$ cat src/rtl/if_pkg.sv
// Shared types and constants for the instruction-fetch stage.
package if_pkg;

    localparam int INSTR_W = 32;
    localparam int ADDR_W  = 32;
    localparam int PC_STEP = 4;

    typedef enum logic [1:0] {
        IDLE,
        FETCH,
        STALL,
        DRAIN
    } state_e;

    typedef struct packed {
        logic [INSTR_W-1:0] instr;
        logic [ADDR_W-1:0]  pc;
    } buf_entry_t;

endpackage

$ cat src/rtl/if_buf.sv
// Small FIFO holding fetched {instr, pc} pairs for decode; clear beats push.
module if_buf
    import if_pkg::*;
#(
    parameter  int DEPTH = 2,
    localparam int PTR_W = (DEPTH > 1) ? $clog2(DEPTH) : 1,
    localparam int CNT_W = $clog2(DEPTH + 1)
) (
    input  logic             CLK,
    input  logic             RST_N,
    input  logic             push_i,
    input  buf_entry_t       entry_i,
    input  logic             pop_i,
    input  logic             clear_i,
    output logic [CNT_W-1:0] count_o,
    output logic             valid_o,
    output buf_entry_t       head_o
);

    buf_entry_t       mem_q [DEPTH];
    logic [PTR_W-1:0] rd_ptr_q, rd_ptr_d;
    logic [PTR_W-1:0] wr_ptr_q, wr_ptr_d;
    logic [CNT_W-1:0] count_q, count_d;

    function automatic logic [PTR_W-1:0] ptr_inc(input logic [PTR_W-1:0] p);
        return (p == PTR_W'(DEPTH - 1)) ? '0 : p + 1'b1;
    endfunction

    always_comb begin
        rd_ptr_d = rd_ptr_q;
        wr_ptr_d = wr_ptr_q;
        count_d  = count_q;
        if (clear_i) begin
            rd_ptr_d = '0;
            wr_ptr_d = '0;
            count_d  = '0;
        end else begin
            if (push_i) wr_ptr_d = ptr_inc(wr_ptr_q);
            if (pop_i)  rd_ptr_d = ptr_inc(rd_ptr_q);
            count_d = count_q + CNT_W'(push_i) - CNT_W'(pop_i);
        end
    end

    // NOTE: storage is reset too, so the head outputs read zero out of reset.
    always_ff @(posedge CLK or negedge RST_N) begin
        if (!RST_N) begin
            for (int i = 0; i < DEPTH; i++) mem_q[i] <= '0;
            rd_ptr_q <= '0;
            wr_ptr_q <= '0;
            count_q  <= '0;
        end else begin
            if (push_i && !clear_i) mem_q[wr_ptr_q] <= entry_i;
            rd_ptr_q <= rd_ptr_d;
            wr_ptr_q <= wr_ptr_d;
            count_q  <= count_d;
        end
    end

    assign count_o = count_q;
    assign valid_o = (count_q != '0);
    assign head_o  = mem_q[rd_ptr_q];

endmodule

$ cat src/rtl/if_fetch.sv
// Fetch stage: req/ack handshake with instruction memory, PC enable strobe,
// and a small buffer of fetched instructions feeding decode.
module if_fetch
    import if_pkg::*;
#(
    parameter int BUF_DEPTH = 2
) (
    input  logic               CLK,
    input  logic               RST_N,
    input  logic [ADDR_W-1:0]  pc_i,
    output logic               pc_en_o,
    input  logic               flush_i,
    output logic               imem_req_o,
    output logic [ADDR_W-1:0]  imem_addr_o,
    input  logic               imem_ack_i,
    input  logic [INSTR_W-1:0] imem_rdata_i,
    output logic               if_valid_o,
    input  logic               if_ready_i,
    output logic [INSTR_W-1:0] if_instr_o,
    output logic [ADDR_W-1:0]  if_pc_o,
    output logic [ADDR_W-1:0]  if_pc4_o
);

    localparam int CNT_W = $clog2(BUF_DEPTH + 1);

    state_e            state_q, state_d;
    logic [ADDR_W-1:0] req_pc_q, req_pc_d;
    logic              push;
    logic              pop;
    logic              issue_ok;
    logic [CNT_W-1:0]  buf_count;
    logic              buf_valid;
    buf_entry_t        buf_head;

    assign pop = buf_valid && if_ready_i;
    // Room for one more entry once this cycle's pop retires; keeps one fetch in flight.
    assign issue_ok = (buf_count - CNT_W'(pop)) <= CNT_W'(BUF_DEPTH - 1);

    // NOTE: every output of this block gets a default first so no latch is inferred.
    always_comb begin
        state_d  = state_q;
        req_pc_d = req_pc_q;
        push     = 1'b0;
        pc_en_o  = flush_i || ((state_q == FETCH) && imem_ack_i);
        case (state_q)
            IDLE, STALL: begin
                if (!flush_i && issue_ok) begin
                    state_d  = FETCH;
                    req_pc_d = pc_i;
                end else begin
                    state_d  = STALL;
                end
            end
            FETCH: begin
                if (imem_ack_i) begin
                    state_d = STALL;
                    push    = !flush_i;
                end else if (flush_i) begin
                    state_d = DRAIN;
                end
            end
            DRAIN: begin
                if (imem_ack_i) state_d = STALL;
            end
            default: state_d = IDLE;
        endcase
    end

    always_ff @(posedge CLK or negedge RST_N) begin
        if (!RST_N) begin
            state_q  <= IDLE;
            req_pc_q <= '0;
        end else begin
            state_q  <= state_d;
            req_pc_q <= req_pc_d;
        end
    end

    if_buf #(
        .DEPTH (BUF_DEPTH)
    ) u_buf (
        .CLK     (CLK),
        .RST_N   (RST_N),
        .push_i  (push),
        .entry_i ('{instr: imem_rdata_i, pc: req_pc_q}),
        .pop_i   (pop),
        .clear_i (flush_i),
        .count_o (buf_count),
        .valid_o (buf_valid),
        .head_o  (buf_head)
    );

    assign imem_req_o  = (state_q == FETCH) || (state_q == DRAIN);
    assign imem_addr_o = req_pc_q;
    assign if_valid_o  = buf_valid;
    assign if_instr_o  = buf_head.instr;
    assign if_pc_o     = buf_head.pc;
    assign if_pc4_o    = buf_head.pc + ADDR_W'(PC_STEP);

endmodule

$ cat config.mk
export PLATFORM = sky130hd
export DESIGN_NAME = if_fetch
export DESIGN_NICKNAME = d
export VERILOG_FILES = /design/src/rtl/if_pkg.sv /design/src/rtl/if_buf.sv /design/src/rtl/if_fetch.sv
export SDC_FILE = /design/constraint.sdc
export NUM_CORES = 1
export LEC_CHECK = 0
export BUFFER_PORTS_ARGS = -buffer_cell sky130_fd_sc_hd__clkbuf_2
export CORE_UTILIZATION = 30
export DETAILED_ROUTE_END_ITERATION = 10
export RECOVER_POWER = 50
export SLEW_MARGIN = 10
export SYNTH_ARGS = -nofsm -noshare
export SYNTH_HDL_FRONTEND = slang
export SYNTH_HIERARCHICAL = 1
export SYNTH_SLANG_ARGS = --single-unit
export TNS_END_PERCENT = 100
$ cat constraint.sdc
create_clock -name CLK -period 4.4 [get_ports CLK]
set_input_delay 0.66 -clock CLK [delete_from_list [all_inputs] [get_ports CLK]]
set_output_delay 0.66 -clock CLK [all_outputs]
set_load 0.02 [all_outputs]
==> summary.txt <==
Hold path
  • Hold endpoint: imem_addr_o[9]$_DFFE_PN0P_
  • Min-Delay Startpoint: pc_i[9]
  • Worst Hold Depth: 2
  • HP Class: in -> reg

Placement
  • Input/output buffers: 199
  • DP HPWL: about 12 mm
  • Post-placement cell count: between 1000 and 1500
  • GPL Wtd Cong: 0.722

Timing
  • Final period utilization: 81.9%
  • Minimum clock period: around 3.6 ns
  • Fmax: 277 MHz
  • TNS Setup: 0 ns
  • Number of max-slew violations in the final report: around 150
  • Final number of setup-violating endpoints: 0
  • Max-slew headroom: -68.7%
  • Worst Tran Pin Value: 2.53 ns
  • RSZ-0062 raised after global routing: false
  • Layout Skew: 0.00766 ns
  • Final hold violation count: 0

Floorplanning
  • Die H: roughly 170 um
  • # rows: 59
  • Die Span X: 166 um
  • I/O pin count: 200
  • Die area: 27600 sq um
  • Initial core utilization: 30.8%
  • CORE AREA: between 20000 and 30000 sq um

Route
  • DRT Pass-1 Iters: 7
  • Final wirelength: 17.9 mm
  • Vias per cell: ~4.6
  • Initial DRC count: 205
  • Number of remaining DRC errors: 12
  • Post-detailed-route count of antenna-violating nets: 0
  • Wirelength per Cell: 16.7 um
  • Vias: 4901

Clocking
  • Clk_lat worst skew: ~0.42 ns
  • Cts hold-fix bufs: 0
  • H-tree levels: 4
  • Setup Buffers After CTS: 0
  • CTS Sinks: roughly 170
  • CTS max path bufs: 2
  • Num CTS Buffers: 17
  • CTS tree: yes
  • # resized after CTS: 0
  • Root Buffer Master: clkbuf_16
  • Clock slew seen by the registers of the worst setup and hold paths: 0.07 ns

Finish
  • Most frequent cells in the layout: clkbuf_2, dfrtp_1, mux2_2, mux2_4, clkbuf_1
  • Layout Cells excl Fill: 1070
  • Commonest non-fill, non-tap cell in the layout: clkbuf_2
  • Layout cells sized above 1: roughly 56%
  • Diode count: 0
  • Layout area overhead: 20.3%
  • # fillers: 2571
  • Final nets: about 800

Synthesis
  • Top_reg_cell synth: dfrtp_1
  • Syn avg cell area: 15.4 sq um
  • Cell Area, Synth: 8070 sq um
  • Syn nets: 598
  • Synth warn: 6
  • Post-synth ARST share: 100%
  • Post-synth EDFFs: 0
  • Seq/Total Area, Yosys: between 50 and 60%
  • Synth Register Bits: 166
  • Mapped Cells: 525
  • Synth unique cells: 34

Global route
  • Grt met3 use: 3.67%
  • GR Util All Layers: between 10 and 15%
  • Antenna violations before repair: 0
  • Total gr overflow: 0
  • M1 GR Usage: 18.3%
  • Met2 Track Usage GR: 22.0%
  • Global routing's busiest layer: met2
  • Largest net degree at the start of global routing: 88
  • Vias in the first global route: between 5000 and 6000
  • First-pass GRT wire length: 29.7 mm

Setup path
  • Critical path launch point type: flip-flop
  • Setup slack, reg-to-reg: 1.25 ns
  • FF-to-FF path depth: 5
  • Worst reg2reg path endpoint: u_buf/mem_q[63]$_DFFE_PN0P_
  • R2r startpoint: state_q[0]$_DFFE_PN0P_
  • WP data required: 3.74 ns
  • CP arrival: ~3 ns
  • Worst setup EP type: output pin
  • Largest fanout on the critical path: 42
  • WS Path Type: reg -> out

Status
  • Status: complete, but fails checks
  • Failing checks: design-rule violations, max-capacitance violations, max-slew violations

Job
  • Max Cap Viol: 3

Power and ir drop
  • Leak pwr: 4.90 nW
  • Maximum VDD drop: 373 uV
  • Cell Pwr Density: 725 nW/um^2
==> synth_stat cells, types with 6 or more instances <==
cell type / n / area share [%]
nand3_1: 13 / 0.81
buf_6: 11 / 1.5
xnor2_1: 24 / 2.6
xor2_1: 7 / 0.76
nand2_1: 12 / 0.56
buf_2: 8 / 0.50
mux2_4: 88 / 16
nand4_1: 9 / 0.70
mux2_2: 131 / 18
dfrtp_1: 166 / 51
buf_12: 6 / 1.5
nor2_1: 10 / 0.47
==> area by class of cell <==
type	count	area (sq um)	area share [%]
well taps	335	419	4.32
flip-flops and latches	166	4160	42.8
clock inverters	12	155	1.60
multi-input cells	326	3510	36.2
inverters	5	18.8	0.193
repair buffers	208	1000	10.3
clock buffers	18	439	4.52
==> power breakdown <==
| part | total (W) | internal [W] | leakage (nW) | switching, W |
|---|---|---|---|---|
| combinational | 0.00314 | 0.00135 | 2.45 | 0.00178 |
| sequential | 0.00237 | 0.00200 | 2.17 | 0.000365 |
| clock | 0.00153 | 0.000904 | 0.288 | 0.000630 |
| total | 0.00704 | 0.00426 | 4.90 | 0.00278 |
==> registers in the layout, summed over array words and instances (netlist names) <==
name and flops:
u_buf/mem_q 128, imem_addr_o 32, state_q 2, u_buf/count_o 2, u_buf/rd_ptr_q 1, u_buf/wr_ptr_q 1
==> metal layers <==
| metal | share of wire, % | vias up |
|---|---|---|
| met5 | 0 | - |
| met4 | 0.81 | 0 |
| met3 | 5.2 | 12 |
| met2 | 47 | 138 |
| met1 | 47 | 2488 |
| li1 | - | 2263 |
==> worst max path at each step <==
stage	startpoint	to	slack, ns
after floorplan	u_buf/rd_ptr_q$_DFFE_PN0P_	if_pc4_o[20]	1.50
after global placement	u_buf/rd_ptr_q$_DFFE_PN0P_	if_pc4_o[30]	1.18
after detailed placement	u_buf/rd_ptr_q$_DFFE_PN0P_	if_pc4_o[30]	1.13
after CTS	u_buf/rd_ptr_q$_DFFE_PN0P_	if_pc4_o[30]	0.67
after global routing	u_buf/rd_ptr_q$_DFFE_PN0P_	if_pc4_o[30]	0.55
final	u_buf/rd_ptr_q$_DFFE_PN0P_	if_pc4_o[30]	0.79
==> metrics by stage <==
stage	instance area (sq um)	setup WS, ns	total power (W)	hold slack [ns]	utilization, %
6_report	9710	0.794	0.00704	0.465	37.0
4_1_cts	9860	0.672	0.00722	0.330	37.6
3_5_place_dp	9270	1.13	0.00564	0.474	35.4
2_1_floorplan	8070	1.50	0.00461	0.364	-
5_1_grt	9710	0.548	0.00746	0.437	37.0
3_3_place_gp	9270	1.18	0.00560	0.467	35.4
==> cell families (layout without fill, tap and decap cells) <==
kind of cell | Yosys count | in the layout | synth area share [%]
buf+inv | 33 | 243 | 3.99
xor+xnor | 32 | 32 | 3.64
compound gates | 2 | 2 | 0.124
simple gates | 64 | 64 | 4.79
fa+ha+maj | 4 | 4 | 0.620
mux | 224 | 224 | 35.4
flops | 166 | 166 | 51.5
==> worst max-delay path, cell delays in order (launching register included) <==
cell and delay (ns):
dfrtp_4 0.64, buf_4 0.58, mux2_2 0.47, and4_1 0.24, and3_1 0.19, nand3_1 0.09, xnor2_1 0.12, clkbuf_2 0.19
No activity file was read; power rests on OpenSTA's default activity.
